File: src/rtl/run_control_pkg.sv
// Shared types and default parameter values for the run_control block.
package run_control_pkg;

    // ST_ prefix keeps the state literals from clashing with the START/STEP ports
    typedef enum logic [1:0] {
        ST_IDLE   = 2'd0,
        ST_RUN    = 2'd1,
        ST_STEP   = 2'd2,
        ST_HALTED = 2'd3
    } state_t;

    localparam int DEF_STEP_CYCLES = 1;
    localparam int DEF_MAX_CYCLES  = 0;
    localparam int DEF_COUNT_W     = 32;

endpackage

File: src/rtl/run_control_edge_detect.sv
// Rising-edge detector: one history flop, edge = high now and low at the previous clock edge.
module edge_detect (
    input  logic clk,
    input  logic rst_n,
    input  logic sig,
    output logic rise
);

    logic prev;

    // History resets to 0 so a level held high through reset reads as a fresh edge
    always_ff @(posedge clk or negedge rst_n) begin
        if (!rst_n) prev <= 1'b0;
        else        prev <= sig;
    end

    assign rise = sig & ~prev;

endmodule

File: src/rtl/run_control.sv
// Run/step/halt controller gating a clock generator, with enabled-cycle counter and watchdog.
module run_control
    import run_control_pkg::*;
#(
    parameter int STEP_CYCLES = DEF_STEP_CYCLES,
    parameter int MAX_CYCLES  = DEF_MAX_CYCLES,
    parameter int COUNT_W     = DEF_COUNT_W
) (
    input  logic               CLOCK,
    input  logic               RESET_N,
    input  logic               START,
    input  logic               STEP,
    input  logic               HALT,
    input  logic               HALT_INSTR,
    input  logic               CLEAR,
    output logic               ENABLE,
    output logic               RUNNING,
    output logic               STEP_DONE,
    output logic               TIMEOUT,
    output logic [COUNT_W-1:0] CYCLE_COUNT
);

    localparam logic [7:0]         STEP_LAST = 8'(STEP_CYCLES - 1);
    localparam logic [COUNT_W-1:0] MAX_C     = COUNT_W'(MAX_CYCLES);

    state_t             state, state_nxt;
    logic [7:0]         step_cnt, step_cnt_nxt;
    logic [COUNT_W-1:0] count_adv, count_nxt;
    logic               timeout_nxt, step_done_nxt;
    logic               start_rise, step_rise, halt_any, wd_hit;

    edge_detect u_start_edge (.clk(CLOCK), .rst_n(RESET_N), .sig(START), .rise(start_rise));
    edge_detect u_step_edge  (.clk(CLOCK), .rst_n(RESET_N), .sig(STEP),  .rise(step_rise));

    // Counter advances on every edge where the registered enable was high, saturating at all-ones
    assign count_adv = (ENABLE && (CYCLE_COUNT != '1)) ? CYCLE_COUNT + COUNT_W'(1) : CYCLE_COUNT;
    assign halt_any  = HALT | HALT_INSTR;
    assign wd_hit    = (MAX_CYCLES != 0) && ENABLE && (count_adv == MAX_C);

    // Next-state and next-output decode; priority HALT > CLEAR > START > STEP
    always_comb begin
        state_nxt     = state;
        step_cnt_nxt  = step_cnt;
        count_nxt     = count_adv;
        timeout_nxt   = TIMEOUT;
        step_done_nxt = 1'b0;
        case (state)
            ST_IDLE: begin
                // HALT_INSTR is a decode flag and means nothing while stopped
                if (HALT) begin
                    state_nxt = ST_IDLE;
                end else if (CLEAR) begin
                    count_nxt   = '0;
                    timeout_nxt = 1'b0;
                end else if (start_rise) begin
                    state_nxt = ST_RUN;
                end else if (step_rise) begin
                    state_nxt    = ST_STEP;
                    step_cnt_nxt = 8'd0;
                end
            end
            ST_RUN: begin
                // Watchdog checked first so a coincident halt still records the timeout
                if (wd_hit) begin
                    state_nxt   = ST_HALTED;
                    timeout_nxt = 1'b1;
                end else if (halt_any) begin
                    state_nxt = ST_HALTED;
                end
            end
            ST_STEP: begin
                if (wd_hit) begin
                    state_nxt   = ST_HALTED;
                    timeout_nxt = 1'b1;
                end else if (halt_any) begin
                    state_nxt = ST_HALTED;
                end else if (step_cnt == STEP_LAST) begin
                    state_nxt     = ST_IDLE;
                    step_done_nxt = 1'b1;
                end else begin
                    step_cnt_nxt = step_cnt + 8'd1;
                end
            end
            ST_HALTED: begin
                // STEP edges are deliberately ignored here
                if (HALT) begin
                    state_nxt = ST_HALTED;
                end else if (CLEAR) begin
                    state_nxt   = ST_IDLE;
                    count_nxt   = '0;
                    timeout_nxt = 1'b0;
                end else if (start_rise) begin
                    state_nxt   = ST_RUN;
                    timeout_nxt = 1'b0;
                end
            end
            default: state_nxt = ST_IDLE;
        endcase
    end

    // State and all outputs registered straight from the decode, none combinational from inputs
    always_ff @(posedge CLOCK or negedge RESET_N) begin
        if (!RESET_N) begin
            state       <= ST_IDLE;
            step_cnt    <= 8'd0;
            ENABLE      <= 1'b0;
            RUNNING     <= 1'b0;
            STEP_DONE   <= 1'b0;
            TIMEOUT     <= 1'b0;
            CYCLE_COUNT <= '0;
        end else begin
            state       <= state_nxt;
            step_cnt    <= step_cnt_nxt;
            ENABLE      <= (state_nxt == ST_RUN) || (state_nxt == ST_STEP);
            RUNNING     <= (state_nxt == ST_RUN);
            STEP_DONE   <= step_done_nxt;
            TIMEOUT     <= timeout_nxt;
            CYCLE_COUNT <= count_nxt;
        end
    end

endmodule

File: config.mk
export PLATFORM = sky130hd
export DESIGN_NAME = run_control
export DESIGN_NICKNAME = d
export VERILOG_FILES = /design/src/rtl/run_control_pkg.sv /design/src/rtl/run_control_edge_detect.sv /design/src/rtl/run_control.sv
export SDC_FILE = /design/constraint.sdc
export NUM_CORES = 1
export LEC_CHECK = 0
export ABC_AREA = 0
export BUFFER_PORTS_ARGS = -buffer_cell sky130_fd_sc_hd__clkbuf_2
export CAP_MARGIN = 15
export CORE_MARGIN = 3
export CORE_UTILIZATION = 35
export CTS_BUF_LIST = sky130_fd_sc_hd__clkbuf_4 sky130_fd_sc_hd__clkbuf_8
export DETAILED_ROUTE_END_ITERATION = 7
export GPL_ROUTABILITY_DRIVEN = 1
export PLACE_DENSITY = 0.61
export SYNTH_ARGS = -nofsm -noshare
export SYNTH_HDL_FRONTEND = slang
export SYNTH_SLANG_ARGS = --single-unit
File: constraint.sdc
create_clock -name CLOCK -period 2.8 [get_ports CLOCK]
set_clock_uncertainty 0.2 [all_clocks]
set_input_delay 0.28 -clock CLOCK [delete_from_list [all_inputs] [get_ports CLOCK]]
set_output_delay 0.28 -clock CLOCK [all_outputs]
set_load 0.02 [all_outputs]
==> results.md <==
* Crit path kind: input port to flop
* Largest net degree at the start of global routing at 25
* RSZ-0062 raised after global routing: false
* Initial core utilization at 0.3652
* Final layout net count at 359
* Avg Cell Area, Syn at 9.123 um^2
* Antenna fix cells at 0
* GRT Resource Usage Total at 0.1493
* Num rows at 31
* Status: finished, final reports clean
* Most frequent cells after synthesis: dfrtp_1, nand2_1, nor2_1, a21oi_1, nand3_1
* Drt pass-1 iters at 4
* Crit-path max FO at 6
* Antenna viol nets, final at 0
* EDFF count, synth at 0
* Area of the multi-input gates at 1425 um^2
* R2R depth at 9
* Reg area at 1176 um^2
* Final setup viols at 0
* Final hold vios at 0
* Initial antenna violation count at 0
* CTS H-Tree Depth at 2
* Clock latency at the later pin of the worst-skew pair at 0.30 ns
* VDD IR max at 0.4460 mV
* Critical path startpoint category: input port
* Comb pwr share at 0.316
* Int Power at 1.286 mW
* Psw at 743.2 uW
* Synth top area cells: dfrtp_1, nand2_1, nor2_1, ha_1, xor2_1
* Post-CTS Hold Fix Bufs at 3
* Final Util at 0.4309
* Maximum clock rate at 406.5 MHz
* CP arrival at 2.51 ns
* CTS tree: done
* Hold Crit Depth at 3
* Reg2reg end: ENABLE
* Power per Cell Area at 639.0 nW/um^2
* Slew @ Worst Pin at 0.6337 ns
* # DRC at 0
* Crit path capture type: flop
* Sink Count at 47
* Leading area contributor after synthesis: dfrtp_1
* Max Slew Vio Count at 0
* Die width at 93.69 um
* Drt wl/cell at 13.88 um
* CTS Buf Count at 5
* Die ar. at 8778 um^2
* First-pass GRT wire length at 10560 um
* Synthesized Nets at 310
* Slew HR at 0.5776
* Yosys Warn Count at 0
* Sequential power share at 0.428
* Core ar. at 7370 um^2
* Iteration-0 DRC Markers at 89
* Layout cells sized above 1 at 0.1942
* Worst path required time at 2.85 ns
* Switching Share at 0.3663
* Mapped Cells at 295
* Synthesized area at 2691 um^2
* Vias/cell at 5.257
* Wirelength, routed at 6164 um
* Vias in the first global route at 2211
* Clk buf depth at 2
* Port Buf Inserts at 41
* Vias after detailed routing at 2334
* Post-CTS setup buffer count at 0
* Final period utilization at 0.8787
* CP Launch Point: STEP
* Clock Power Share at 0.256
* Dominant synthesized flop cell: dfrtp_1
* Final setup TNS at 0 ns
* Yosys reg bits at 47
* Post_cts resized at 0
* Area Overhead vs Synth at 17.99%
* HP Class: input port to flop
* Sequential fraction of the synthesis area at 0.4370
* Reg2reg start: step_cnt[0]
* Hold Path End: STEP_DONE
* Reg2reg setup slack at 0.35 ns
* Min-delay src: HALT_INSTR
* Grt total ovfl at 0
* Share of flip-flops with an asynchronous set or reset at 1.000
* Reg clk slew, reported paths at 0.09 ns
* I/O pin cnt at 43
* Synth cell types at 47
* Gpl congestion at 0.8263
* # fillers at 752
* Leak at 1.420 nW
* Most frequent cell after synthesis: dfrtp_1
* HPWL after detailed placement at 4625 um
* Root buffer cell: clkbuf_8
* Min Tclk post-route at 2.460 ns
* Die Y at 93.69 um
* Synth top area share at 0.4370
* Number of max-cap violations at 0
==> critical path, cell delays in order <==
cell           delay, ns
dlygate4sd3_1       0.52
clkbuf_2            0.10
or3b_2              0.52
o31ai_4             0.34
o21ai_2             0.17
or4_1               0.49
nand2_1             0.08
==> power by group through the flow <==
stage	sequential, mW	clock (mW)	combinational, mW
global placement	0.880	0	0.638
finish	0.868	0.520	0.641
detailed placement	0.880	0	0.645
global route	0.885	0.571	0.731
floorplan	0.908	0	0.415
CTS	0.869	0.538	0.650
==> per-stage QoR <==
step | power, mW | hold slack, ns | setup WS [ns] | instances | instance area (um^2)
after global placement | 1.517 | 0.1259 | 0.4354 | 433 | 3028
after global routing | 2.188 | 0.1232 | 0.07551 | 444 | 3176
after detailed placement | 1.525 | 0.1369 | 0.3670 | 433 | 3028
after CTS | 2.057 | 0.1001 | 0.3535 | 444 | 3176
after floorplan | 1.323 | -0.2156 | 0.4097 | 295 | 2691
final | 2.029 | 0.1158 | 0.3397 | 444 | 3176
==> metal layers <==
metal	wire, um	track usage	up-vias
met5	0	0	-
met4	52	0.03730	0
met3	349	0.03285	5
met2	2911	0.2454	61
met1	2851	0.1996	1096
li1	-	-	1172
==> final cells by class <==
type,instances,share of cell area
Clock inverter,2,0.01103
Inverter,10,0.01182
Sequential cell,47,0.3704
Clock buffer,6,0.02600
Timing Repair Buffer,52,0.09299
Multi-Input combinational cell,228,0.4488
Tap cell,99,0.03901
==> cells by family (layout without fill, tap and decap cells) <==
kind of cell,count (synthesis),count (layout),synth area share
flip-flops,47,47,0.4370
multiplexers,5,5,0.01860
AO/OA/AOI/OAI,60,60,0.1516
XOR/XNOR,15,15,0.04881
buffers and inverters,20,70,0.03347
AND/OR/NAND/NOR,139,139,0.2720
other,1,1,0.001393
adder cells (fa/ha/maj),8,8,0.03719
==> how the worst max path moves through the flow <==
stage                  end  slack (ns)  cells past startpoint
3_5_place_dp        ENABLE        0.37                      7
5_1_grt             ENABLE        0.08                      7
4_1_cts             ENABLE        0.35                      9
6_report       step_cnt[3]        0.34                      7
3_3_place_gp        ENABLE        0.44                      9
2_1_floorplan  step_cnt[3]        0.41                      7
==> state kept, by name, indices dropped and copies added, names as in the netlist <==
| signal | flops |
|---|---|
| STEP_DONE | 1 |
| state | 2 |
| step_cnt | 8 |
| RUNNING | 1 |
| u_step_edge.prev | 1 |
| u_start_edge.prev | 1 |
| ENABLE | 1 |
| CYCLE_COUNT | 32 |
==> placed cells by master (no fill, tap or decap), drive strengths merged, types with 2 or more instances in the layout <==
cell type	Yosys	final
dfrtp	47	47
clkbuf	4	47
nand2	31	31
nor2	29	29
o21ai	19	19
a21oi	17	17
nand3	14	14
or3	13	13
xor2	11	11
inv	10	10
nor3	10	10
nand4	9	9
ha	8	8
buf	6	8
and4	6	6
mux2i	5	5
and2	5	5
o311ai	5	5
nor4	4	4
or4	4	4
xnor2	4	4
o211ai	4	4
o31ai	4	4
nor2b	3	3
nand2b	3	3
and3	3	3
dlygate4sd3	0	3
a211o	2	2
or3b	2	2
a31oi	2	2
(Power assumes the default switching activity.)
